### src/rtl/instr_fetch_if.sv
// Fetch-to-decode instruction handshake: registered instruction, its address,
// and a valid/ready pair.
interface instr_fetch_if #(
    parameter int D = 12,
    parameter int W = 9
);
    logic [W-1:0] instr;
    logic [D-1:0] instr_pc;
    logic         instr_valid;
    logic         instr_ready;

    modport master (output instr, output instr_pc, output instr_valid, input instr_ready);
    modport slave  (input instr, input instr_pc, input instr_valid, output instr_ready);
endinterface

### src/rtl/instr_fetch.sv
// Instruction fetch stage: issues PC-driven reads to a 1-cycle synchronous
// memory and delivers results in order through a 2-entry output/skid buffer.
module instr_fetch #(
    parameter int D = 12,
    parameter int W = 9
) (
    input  logic          clk,
    input  logic          reset,
    input  logic [D-1:0]  prog_ctr,
    output logic          nextFlag,
    input  logic          jump_taken,
    input  logic          halt,
    output logic          mem_rd_en,
    output logic [D-1:0]  mem_addr,
    input  logic [W-1:0]  mem_rdata,
    instr_fetch_if.master dec,
    output logic          done
);
    typedef enum logic [1:0] {IDLE, FETCH, HALTED} state_t;

    state_t       state, state_next;
    logic         pending;
    logic [D-1:0] pending_pc;
    logic         skid_valid;
    logic [W-1:0] skid_instr;
    logic [D-1:0] skid_pc;
    logic [1:0]   occ;
    logic         consume;
    logic         issue;

    assign consume = dec.instr_valid && dec.instr_ready;
    assign occ     = {1'b0, dec.instr_valid} + {1'b0, skid_valid} + {1'b0, pending};

    always_ff @(posedge clk or negedge reset) begin
        if (!reset) state <= IDLE;
        else        state <= state_next;
    end

    always_comb begin
        state_next = state;
        case (state)
            IDLE:    state_next = FETCH;
            FETCH:   if (halt) state_next = HALTED;
            HALTED:  state_next = HALTED;
            default: state_next = IDLE;
        endcase
    end

    // consume implies instr_valid, so occ - consume cannot underflow
    always_comb begin
        issue     = (state == FETCH) && !halt && !jump_taken &&
                    ((occ - {1'b0, consume}) < 2'd2);
        nextFlag  = issue;
        mem_rd_en = issue;
        mem_addr  = prog_ctr;
    end

    always_ff @(posedge clk or negedge reset) begin
        if (!reset) begin
            pending         <= 1'b0;
            pending_pc      <= '0;
            skid_valid      <= 1'b0;
            skid_instr      <= '0;
            skid_pc         <= '0;
            dec.instr       <= '0;
            dec.instr_pc    <= '0;
            dec.instr_valid <= 1'b0;
            done            <= 1'b0;
        end else begin
            done <= (state == HALTED) && (occ == 2'd0);
            if (jump_taken) begin
                pending         <= 1'b0;
                skid_valid      <= 1'b0;
                dec.instr_valid <= 1'b0;
            end else begin
                pending <= issue;
                if (issue) pending_pc <= prog_ctr;
                if (consume || !dec.instr_valid) begin
                    // skid is older than the returning word, so it leaves first
                    if (skid_valid) begin
                        dec.instr       <= skid_instr;
                        dec.instr_pc    <= skid_pc;
                        dec.instr_valid <= 1'b1;
                        skid_valid      <= pending;
                        if (pending) begin
                            skid_instr <= mem_rdata;
                            skid_pc    <= pending_pc;
                        end
                    end else begin
                        dec.instr_valid <= pending;
                        if (pending) begin
                            dec.instr    <= mem_rdata;
                            dec.instr_pc <= pending_pc;
                        end
                    end
                end else if (pending) begin
                    skid_valid <= 1'b1;
                    skid_instr <= mem_rdata;
                    skid_pc    <= pending_pc;
                end
            end
        end
    end
endmodule
### src/flat_wrapper.sv
// flat-port wrapper written by rule: the top's interface ports become plain ports
module instr_fetch_flat 
#(
    parameter int D = 12,
    parameter int W = 9
)
  (clk, reset, prog_ctr, nextFlag, jump_taken, halt, mem_rd_en, mem_addr, mem_rdata, done, dec_instr, dec_instr_pc, dec_instr_valid, dec_instr_ready);
  instr_fetch_if #(.D(D), .W(W)) dec_i ();
  input  logic clk;
  input  logic reset;
  input  logic [D-1:0] prog_ctr;
  output logic nextFlag;
  input  logic jump_taken;
  input  logic halt;
  output logic mem_rd_en;
  output logic [D-1:0] mem_addr;
  input  logic [W-1:0] mem_rdata;
  output logic done;
  output wire logic [$bits(dec_i.instr)-1:0] dec_instr;
  output wire logic [$bits(dec_i.instr_pc)-1:0] dec_instr_pc;
  output wire logic [$bits(dec_i.instr_valid)-1:0] dec_instr_valid;
  input wire logic [$bits(dec_i.instr_ready)-1:0] dec_instr_ready;
  assign dec_instr = dec_i.instr;
  assign dec_instr_pc = dec_i.instr_pc;
  assign dec_instr_valid = dec_i.instr_valid;
  assign dec_i.instr_ready = dec_instr_ready;
  instr_fetch #(.D(D), .W(W)) u_core (.clk(clk), .reset(reset), .prog_ctr(prog_ctr), .nextFlag(nextFlag), .jump_taken(jump_taken), .halt(halt), .mem_rd_en(mem_rd_en), .mem_addr(mem_addr), .mem_rdata(mem_rdata), .dec(dec_i), .done(done));
endmodule
### config.mk
export PLATFORM = sky130hd
export DESIGN_NAME = instr_fetch_flat
export DESIGN_NICKNAME = d
export VERILOG_FILES = /design/src/rtl/instr_fetch_if.sv /design/src/rtl/instr_fetch.sv /design/src/flat_wrapper.sv
export SDC_FILE = /design/constraint.sdc
export NUM_CORES = 1
export LEC_CHECK = 0
export CAP_MARGIN = 10
export CELL_PAD_IN_SITES_DETAIL_PLACEMENT = 1
export CELL_PAD_IN_SITES_GLOBAL_PLACEMENT = 2
export CORE_MARGIN = 3
export CORE_UTILIZATION = 37
export DETAILED_ROUTE_END_ITERATION = 8
export PLACE_DENSITY_LB_ADDON = 0.1
export REMOVE_ABC_BUFFERS = 1
export SLEW_MARGIN = 20
export SYNTH_ARGS = -nofsm -noshare
export SYNTH_HDL_FRONTEND = slang
export SYNTH_SLANG_ARGS = --single-unit
### constraint.sdc
create_clock -name clk -period 5.69 [get_ports clk]
set_input_delay 1.138 -clock clk [delete_from_list [all_inputs] [get_ports clk]]
set_output_delay 1.138 -clock clk [all_outputs]
set_load 0.01 [all_outputs]
# Yosys cells after proc, flatten, opt, wreduce, memory -nomap -nowiden
# Cells that the tools add are included.
[classes]
n_eq_ne = 4
bitwise_logic = 1
reduce_logical = 17
n_mux = 20
addsub = 3
n_lt_le_gt_ge = 1
[ops]
columns = ["op", "n"]
rows = [
  ["$mux 12", 5],
  ["$mux 9", 5],
  ["$mux 1", 8],
  ["$pmux 2 s3", 1],
  ["$logic_and 1x1->1", 5],
  ["$logic_not 2->1", 2],
  ["$reduce_and 2->1", 2],
  ["$reduce_bool 2->1", 2],
  ["$logic_not 1->1", 3],
  ["$reduce_and 3->1", 1],
  ["$reduce_bool 3->1", 1],
  ["$add 1x1->2", 1],
  ["$add 2x1->2", 1],
  ["$eq 2x1->1 const B", 1],
  ["$eq 2x2->1 const B", 1],
  ["$lt 2x2->1 const B", 1],
  ["$mux 2", 1],
  ["$ne 2x1->1 const B", 1],
  ["$ne 2x2->1 const B", 1],
  ["$sub 2x1->2", 1],
  ["$logic_or 1x1->1", 1],
  ["$not 1->1", 1],
]
[word_totals]
output_inout_bits = 37
ff_bits = 60
word_cells = 56

# Longest topological paths before layout
[depth]
word_depth = 6
ltp_mapped = 6
ltp_nobuf = 5

# Least setup slack after synthesis
# No wires, ideal clock.
[synth_path]
kind = "input -> output"
from = "in jump_taken"
to = "out nextFlag"
stages = 4
path_buffers = 2
setup_slack_ps = 2584
required_time_ps = 4552
t_arrival_ps = 1968
path_cell_list = "nor4b_1 -> mux2_4 -> buf_12 -> buf_4"
[synth_via]
elab_chain_cells = 3
[synth_rtl]
columns = ["element", "line_no", "text"]
rows = [
  ["start: declaration", "flat_wrapper.sv:13", "input logic jump_taken;"],
  ["$logic_not 1->1", "instr_fetch.sv:51", "issue = (state == FETCH) && !halt && !jump_taken &&"],
  ["$logic_and 1x1->1 (2 in a row)", "instr_fetch.sv:51", ""],
  ["end: declaration", "flat_wrapper.sv:12", "output logic nextFlag;"],
]
# No other way between the ends.

# Worst setup path after layout
[layout_path]
from = "in jump_taken"
to = "out mem_rd_en"
[layout_via]
elab_chain_cells = 3
[layout_rtl]
columns = ["element", "line_no", "text"]
rows = [
  ["$logic_not 1->1", "instr_fetch.sv:51", ""],
  ["$logic_and 1x1->1 (2 in a row)", "instr_fetch.sv:51", ""],
  ["end: declaration", "flat_wrapper.sv:15", "output logic mem_rd_en;"],
]
# No other way between the ends.

==> metrics.md <==
| Metric | Value |
|---|---|
| Outcome | complete, no violations |
| Avg WL per Cell | 16.5 um |
| Die ar. | 8470 sq um |
| Slew @ Worst Pin | 0.755 ns |
| Antenna Nets Post-Route | 0 |
| Cts bufs inserted | 9 |
| Initial DRT Pass Iterations | 2 |
| Critical-path cell list | clkdlybuf4s50_1 -> nor4b_1 -> mux2_4 -> clkdlybuf4s50_1 |
| Register share of total power | 0.443 |
| Area Overhead vs Synth | 29.3% |
| Largest net degree at the start of global routing | 61 |
| Residual DRC | 0 |
| CP endpoint kind | primary output |
| Ant diodes | 0 |
| Footprint of the multi-input gates | 1080 sq um |
| Endpoints failing hold | 0 |
| Design Area, Final | about 3500 sq um |
| Global placement routability congestion | 0.774 |
| Syn. warnings | 0 |
| Synth Area per Inst | 15.0 sq um |
| Setup Skew | between 0.007 and 0.008 ns |
| Most frequent cells in the layout | mux2_2 (65), clkdlybuf4s50_1 (61), dfrtp_1 (59) |
| Fin crit period | roughly 4.3 ns |
| Seq cells post-synth | 60 |
| Max-cap viol count | 0 |
| Startpoint Class | primary input |
| Cell count after placement | about 320 |
| Leak | around 1.6 nW |
| CTS tree | yes |
| Sequential element share of the synthesized area | 0.548 |
| Reg area | 1500 sq um |
| Total GRT Usage | 0.138 |
| Core Region | 6980 sq um |
| Post-Syn Area | 2740 sq um |
| Filler cell count | approximately 700 |
| Mapped Cells | roughly 180 |
| P_int | 0.00105 W |
| P_sw | 0.000392 W |
| Kind of critical path | in -> out |
| Clock-pin slew on the worst setup and hold paths | 0.07 ns |
| Vias per cell | 4.65 |
| Max FO, Critical Path | 14 |
| Maximum VDD drop | 0.157 mV |
| Clk_lat worst skew | 0.32 ns |
| Die height | ~90 um |
| RSZ-0062 raised after global routing | false |
| Clock Path Buffers | 2 |
| Number of buffers added on ports | 62 |
| Rows | 30 |
| Initial drt markers | 14 |
| CP required | 4.55 ns |
| Num ports | 63 |
| Max-slew violations | 0 |
| Fin cells | 338 |
| Sw Ratio | 0.272 |
| Max frequency | 235 MHz |
| Commonest non-fill, non-tap cell in the layout | mux2_2 |
| Post-CTS Hold Buffers | 0 |
| Vias | 1573 |
| CP Data Arrival Time | 3.12 ns |
| Initial cell density of the core | 0.392 |
| Post-DP HPWL | 3.91 mm |
| Worst hold path type | reg -> reg |
| Setup TNS | 0 ns |
| Setup violators final | 0 |
| CP most frequent cell | clkdlybuf4s50_1 |
| Crit-path max cell delay | 0.59 ns |
| Post-CTS Setup Repair Bufs | 0 |
| Cts repair resizes | 0 |
| First-pass GRT wire length | 8.96 mm |
| # H-tree levels | 3 |
| Part of the power in the clock network | 0.229 |
| Critical Path Slowest Stage Cell | clkdlybuf4s50_1 |
| Routed WL | 5.57 mm |
| Via count of the first global-routing pass | approximately 1800 |
| Dpl cell area | 3370 sq um |
| Yosys cell types | 25 |
| Overflow after GRT | 0 |
| Combinational share of power | 0.328 |
| Period utilization | 0.749 |
| Chip width | 92.1 um |
| Pwr Density | 408 nW/um^2 |
| Clk root buf | clkbuf_8 |
| Max_slew headroom | 0.497 |
| Initial antenna violation count | 0 |
| Final net count | 268 |
| CTS sink count | 60 |
| Layout cells sized above 1 | 0.393 |
area by class of cell:
cell class,count,area share
well taps,96,0.0339
repair buffers,65,0.186
clock inverters,2,0.00283
multi-input cells,100,0.306
clock buffers,13,0.0449
flip-flops and latches,60,0.424
inverters,2,0.00212
sequential cells by signal, indices dropped and copies added, names as in the netlist:
signal                  flops
u_core.dec.instr_valid      1
u_core.pending              1
u_core.pending_pc          12
u_core.state                2
u_core.skid_pc             12
u_core.dec.instr_pc        12
u_core.skid_valid           1
u_core.skid_instr           9
u_core.dec.instr            9
u_core.done                 1
routing by layer:
metal  part of all wire  track usage  up-vias
met3              0.036       0.0361        8
met5                  0            0        -
met1               0.43        0.166      792
met2               0.52        0.234       34
met4              0.014       0.0594        0
li1                   -            -      739
logic make-up (layout without fill, tap and decap cells):
kind of cell             Yosys count  in the layout  share of synthesized area
multiplexers                      77             77                      0.330
adder cells (fa/ha/maj)            4              4                     0.0210
AND/OR/NAND/NOR                   14             14                     0.0320
flip-flops                        60             60                      0.548
buffers and inverters             23             82                     0.0598
AO/OA/AOI/OAI                      5              5                    0.00913
critical path, delay by kind of cell:
kind                   cells  cell delay [ns]
and+or+nand+nor            1             0.45
muxes                      1             0.41
buffers and inverters      2             1.12
Yosys cell counts (all sizes together):
library cell / n / area, sq um
nand2b: 1 / 6.26
a21oi: 1 / 5.00
dfrtp: 60 / 1500
fa: 1 / 20.0
nor3b: 1 / 7.51
nor2b: 1 / 6.26
nor4bb: 1 / 10.0
nand3b: 1 / 7.51
clkbuf: 1 / 3.75
nor2: 2 / 7.51
and2b: 1 / 7.51
o21ai: 4 / 20.0
mux2: 77 / 905
buf: 20 / 153
nand2: 3 / 11.3
nor4b: 1 / 8.76
ha: 3 / 37.5
inv: 2 / 7.51
nor3: 2 / 15.0
power groups by stage:
stage               combinational (W)  sequential, W  clock, W
global placement             0.000465       0.000638         0
finish                       0.000474       0.000640  0.000330
floorplan                    0.000210       0.000664         0
CTS                          0.000484       0.000642  0.000346
detailed placement           0.000483       0.000649         0
global route                 0.000510       0.000659  0.000368
path summary, 6_finish.rpt:
path | from | endpoint | slack, ns | cells after the start
max in group asynchronous | reset | u_core.skid_valid | 4.17 | 2
min | u_core.dec.instr_pc[6] | u_core.dec.instr_pc[6] | 0.50 | 1
max reg2reg | u_core.skid_valid | u_core.pending_pc[0] | 3.23 | 4
min in group asynchronous | reset | u_core.skid_pc[9] | 0.95 | 2
max | jump_taken | mem_rd_en | 1.43 | 4
min reg2reg | u_core.dec.instr_pc[6] | u_core.dec.instr_pc[6] | 0.50 | 1
metrics by stage:
stage	setup slack (ns)	hold WS (ns)	util	total power, W
floorplan	2.58	0.459	-	0.000874
global placement	1.49	0.472	0.479	0.00110
detailed placement	1.39	0.489	0.483	0.00113
CTS	1.16	0.504	0.507	0.00147
global route	1.32	0.520	0.507	0.00154
finish	1.43	0.498	0.507	0.00144
Power figures use the tool's default switching activity.
==> patch 1: new RTL, same flow settings <==
`D` is set to 12 in 3 places; all go to 24.
--- a/src/rtl/instr_fetch_if.sv
+++ b/src/rtl/instr_fetch_if.sv
@@ -2,5 +2,5 @@
 // and a valid/ready pair.
 interface instr_fetch_if #(
-    parameter int D = 12,
+    parameter int D = 24,
     parameter int W = 9
 );
--- a/src/rtl/instr_fetch.sv
+++ b/src/rtl/instr_fetch.sv
@@ -2,5 +2,5 @@
 // memory and delivers results in order through a 2-entry output/skid buffer.
 module instr_fetch #(
-    parameter int D = 12,
+    parameter int D = 24,
     parameter int W = 9
 ) (
--- a/src/flat_wrapper.sv
+++ b/src/flat_wrapper.sv
@@ -2,5 +2,5 @@
 module instr_fetch_flat 
 #(
-    parameter int D = 12,
+    parameter int D = 24,
     parameter int W = 9
 )
Ports: changed (resized dec_instr_pc, mem_addr and prog_ctr); port bits go from 63 to 99. No check against the original RTL was run, so the function may have changed too.
==> patch 1 against the unedited design <==
  * Power grew 63%
  * Via count is 54% higher
  * Clock skew fell by 0.0034 ns
  * Sequential cell count grew 36
  * Die area is 56% higher
  * Design area is 57% higher
  * Routed wire length is 54% higher
  * Synthesized area rose by 60%
  * Worst setup slack better by 0.11 ns
  * Sequential power grew 61%
  * Highest routed layer unchanged
==> patch 1: results (changes against the unedited design) <==
- The pin count of the biggest net entering global routing came to 60 (-1.6%).
* Total via count in the routed design: 2,429 (+54%)
- After synthesis, the most frequently instantiated cells are mux2_2 (105), dfrtp_1 (96), buf_4 (29).
* Largest registers: u_core.dec.instr_pc: 24 flops, u_core.pending_pc: 24 flops, u_core.skid_pc: 24 flops
* Area contributors post-synth: dfrtp_1 (55%), mux2_2 (27%), mux2_4 (6.8%)
- The violation count after the first detailed-routing iteration came to 88 (+74).
- The maximum fanout along the worst path is 38 (+24).
- The tree is rooted in a clkbuf_16.
- Static Leakage: 0.002494 uW (+57%)
- Proportion of layout cells with a drive suffix above 1: 0.4187 (+0.02617)
- The detailed placement HPWL is 5466 um (+40%).
- Proportion of synthesized chip area in sequential cells: 0.5469 (-0.001092)
- The global-route total usage across every layer is 0.1411 (+0.002643).
* Final estimated routing congestion in global placement: 0.6946 (-10%)
- The number of global-route vias before repair was 2,727 (+53%).
* Number of detailed-route iterations in the first pass: 4 (+2)
- Number of nets in the layout: 401 (+50%)
- Clock latency of the later-clocked register in the worst-skew pair: 0.34 ns (+0.02 ns)
- Count of input and output buffers: 98 (+58%)
- The pre-CTS worst setup slack was 1.682 ns (+0.2952 ns).
- Number of different library cells in the post-synthesis netlist: 24 (-4.0%)
- Relative slew slack: 0.3502 (-0.1464)
* Outcome: complete, no violations
- Fill count: 1,152 (+61%)
* Worst setup skew after layout: 0.004503 ns (-0.003392 ns)
-- patch 1: cell count changes in the layout (fill, tap and decap cells not counted), moves of 3 or more --
cell             before  now
clkbuf_16             0    9
clkdlybuf4s50_1      61   97
mux2_4               10   20
clkbuf_8             11    2
mux2_2               65  105
buf_4                 2    5
dfrtp_1              59   95
-- patch 1: layer usage --
metal | up-vias | track usage | routed length [um]
met2 | 61 | 0.2257 | 4142
met1 | 1247 | 0.1784 | 3870
met3 | 8 | 0.05211 | 441
met4 | 0 | 0.04460 | 105
met5 | - | 0 | 0
li1 | 1113 | - | -
-- patch 1: critical path, stage by stage (launching register included) --
cell,delay [ns]
dfrtp_2,1.01
fa_1,0.58
nand3b_2,0.24
mux2_4,0.34
clkdlybuf4s50_1,0.49
-- patch 1: layout make-up --
type	instances	area share
Sequential cell	96	0.4319
Multi-Input combinational cell	148	0.3044
Timing Repair Buffer	102	0.1812
Clock buffer	11	0.04541
Tap cell	143	0.03215
Clock inverter	4	0.003597
Inverter	2	0.001349
-- patch 1: path summary, 6_finish.rpt --
kind                                                     end  cells after the start  slack [ns]                             start
min                         u_core.skid_instr[6]$_DFFE_PN0P_                      1        0.50  u_core.skid_instr[6]$_DFFE_PN0P_
max in group asynchronous    u_core.dec.instr[6]$_DFFE_PN0P_                      2        3.82                             reset
min reg2reg                 u_core.skid_instr[6]$_DFFE_PN0P_                      1        0.50  u_core.skid_instr[6]$_DFFE_PN0P_
max                                                 nextFlag                      4        1.54     u_core.skid_valid$_DFFE_PN0P_
max reg2reg                u_core.pending_pc[23]$_DFFE_PN0P_                      5        2.65     u_core.skid_valid$_DFFE_PN0P_
min in group asynchronous  u_core.pending_pc[10]$_DFFE_PN0P_                      1        0.85                             reset
-- patch 1: power breakdown --
group | total [uW] | switching [uW] | internal [uW]
combinational | 762 | 247 | 515
clock | 562 | 247 | 315
sequential | 1030 | 130 | 901
total | 2360 | 624 | 1730
-- patch 1: logic make-up (layout without fill, tap and decap cells) --
family                     count (synthesis)  after routing  share of synthesized area
buffers and inverters                     39            119                    0.07064
DFF                                       96             96                     0.5469
muxes                                    125            125                     0.3375
AOI/OAI and AO/OA                          5              5                   0.006549
and+or+nand+nor                           14             14                    0.02535
adders and majority gates                  4              4                    0.01310
-- patch 1: metrics by stage --
stage / cells / hold WS [ns] / util / cell area (um^2)
2_1_floorplan: 246 / 0.4737 / - / 4090
3_3_place_gp: 491 / 0.4818 / 0.4596 / 5293
3_5_place_dp: 491 / 0.4896 / 0.4596 / 5293
4_1_cts: 506 / 0.5053 / 0.4833 / 5565
5_1_grt: 506 / 0.5113 / 0.4833 / 5565
6_report: 506 / 0.5007 / 0.4833 / 5565
==> patch 2: new RTL, same settings <==
Without the edit above. Encoding of `state_t`: now one-hot (3 bits for 3 states).
--- a/src/rtl/instr_fetch.sv
+++ b/src/rtl/instr_fetch.sv
@@ -17,5 +17,5 @@
     output logic          done
 );
-    typedef enum logic [1:0] {IDLE, FETCH, HALTED} state_t;
+    typedef enum logic [2:0] {IDLE = 3'b001, FETCH = 3'b010, HALTED = 3'b100} state_t;
 
     state_t       state, state_next;
Function: no difference found for any inputs over 4 cycles, from zero or initial values and one cycle with reset low; so few cycles prove little.
==> patch 2 against the unedited design <==
  * Core utilization hardly changed
  * First-iteration DRC count grew to 4.1 times the old value
  * Die area is 3.0% lower
  * Clock skew is 0.0019 ns lower
  * Sequential share of layout area is 1.5 points higher
  * Design area is 1.7% lower
  * Synthesized area is 3.2% lower
  * Largest cell class unchanged
  * Sequential power is 3.3% higher
  * Routed wire length is 9.4% lower
  * Sequential cell count is 1 higher
  * Worst setup slack worse by 0.049 ns
  * Power is 5.9% higher
==> patch 2: results (changes against the unedited design) <==
- Outcome: complete, no violations
* Static Leakage: 0.001541 uW (-2.8%)
- Post-placement setup slack: 1.373 ns (-0.01363 ns)
* Largest voltage drop on the vdd net: 0.1884 mV (+20%)
- The average wire length per cell after detail routing was 13.93 um (-15%).
- The pin count of the biggest net entering global routing was 62 (+1.6%).
- The adder-cell area share of the yosys netlist was 0.007547 (-0.01346).
* DP Area: 0.003268 mm^2 (-3.1%)
* P_int: 1108 uW (+5.3%)
* Fraction of synthesized cell area in xor and xnor cells: 0.006604 (+0.006604)
- The data arrival at the endpoint of the critical path came to 3.17 ns (+0.05 ns).
- Power drawn by the sequential cells: 661 uW (+3.3%)
- The first-pass GRT wire length was 8887 um (-0.77%).
- Half-perimeter wire length of the detailed placement result: 3224 um (-18%)
- Area contributors post-synth: dfrtp_1 (57%), mux2_2 (11%), mux2i_1 (7.9%)
- Mux share of post-synthesis cell area: 0.2307 (-0.09948)
- The compound-gate portion of the synthesized area came to 0.05283 (+0.04370).
- Total via count in the routed design: 1,680 (+6.8%)
* Placed Cells: 347 (+7.4%)
- The number of cells in the finished layout apart from fillers is 362 (+7.1%).
- Sorting the synthesized cells by how often they occur yields dfrtp_1 (60), mux2_2 (25), a21oi_1 (24), nor2_1 (24), mux2i_1 (21).
- The number of search-and-repair iterations in the first detailed-routing pass is 4 (+2).
* Number of global-route vias before repair: 1,751 (-2.1%)
- The global-route total usage across every layer was 0.1366 (-0.001810).
* Slew @ Worst Pin: 0.7697 ns (+0.01458 ns)
- The clock network power consumption came to 415 uW (+26%).
* Number of gates resized after CTS: 0 (unchanged)
* Violation count after the first detailed-route iteration: 58 (+44)
- Design Power: 1529 uW (+5.9%)
* CP max stage delay: 0.54 ns (-0.05 ns)
* Avg Inst Size Synth: 12.75 um^2 (-15%)
- The share of synthesized area occupied by flip-flops and latches was 0.5759 (+0.02800).
- Largest area contributor in the synthesized netlist: dfrtp_1
* Clock latency of the later-clocked register in the worst-skew pair: 0.32 ns (about the same)
==> patch 2: per-layer routing <==
metal,vias to the layer above,GRT usage,part of all wire,routed length [um]
met4,0,0.06888,0.012,63
met2,43,0.1915,0.46,2332
met1,827,0.1947,0.48,2445
met5,-,0,0,0
li1,803,-,-,-
met3,7,0.03417,0.040,201
==> patch 2: worst max-delay path: cells and delay by family <==
| family | cells | cell delay [ns] |
|---|---|---|
| XOR/XNOR | 1 | 0.13 |
| buffers and inverters | 4 | 1.34 |
| AND/OR/NAND/NOR | 2 | 0.56 |
==> patch 2: final cells by class <==
class / instances / area (um^2)
fillers: 725 / 3387
inverters: 2 / 7.507
multi-input cells: 121 / 959.7
repair buffers: 67 / 653.1
clock inverters: 4 / 72.57
clock buffers: 11 / 141.4
flip-flops and latches: 61 / 1528
well taps: 96 / 120.1
==> patch 2: worst paths after layout <==
| path | slack, ns | end | cells past startpoint | from |
|---|---|---|---|---|
| worst max register to register | 3.30 | u_core.pending_pc[3]$_DFFE_PN0P_ | 6 | u_core.dec.instr_valid$_DFFE_PN0P_ |
| worst max-delay path | 1.38 | nextFlag | 7 | dec_instr_ready |
| worst min register to register | 0.51 | u_core.skid_pc[3]$_DFFE_PN0P_ | 1 | u_core.skid_pc[3]$_DFFE_PN0P_ |
| max in group asynchronous | 4.21 | u_core.dec.instr_pc[7]$_DFFE_PN0P_ | 2 | reset |
| worst min-delay path | 0.51 | u_core.skid_pc[3]$_DFFE_PN0P_ | 1 | u_core.skid_pc[3]$_DFFE_PN0P_ |
| min in group asynchronous | 0.96 | u_core.dec.instr[1]$_DFFE_PN0P_ | 2 | reset |
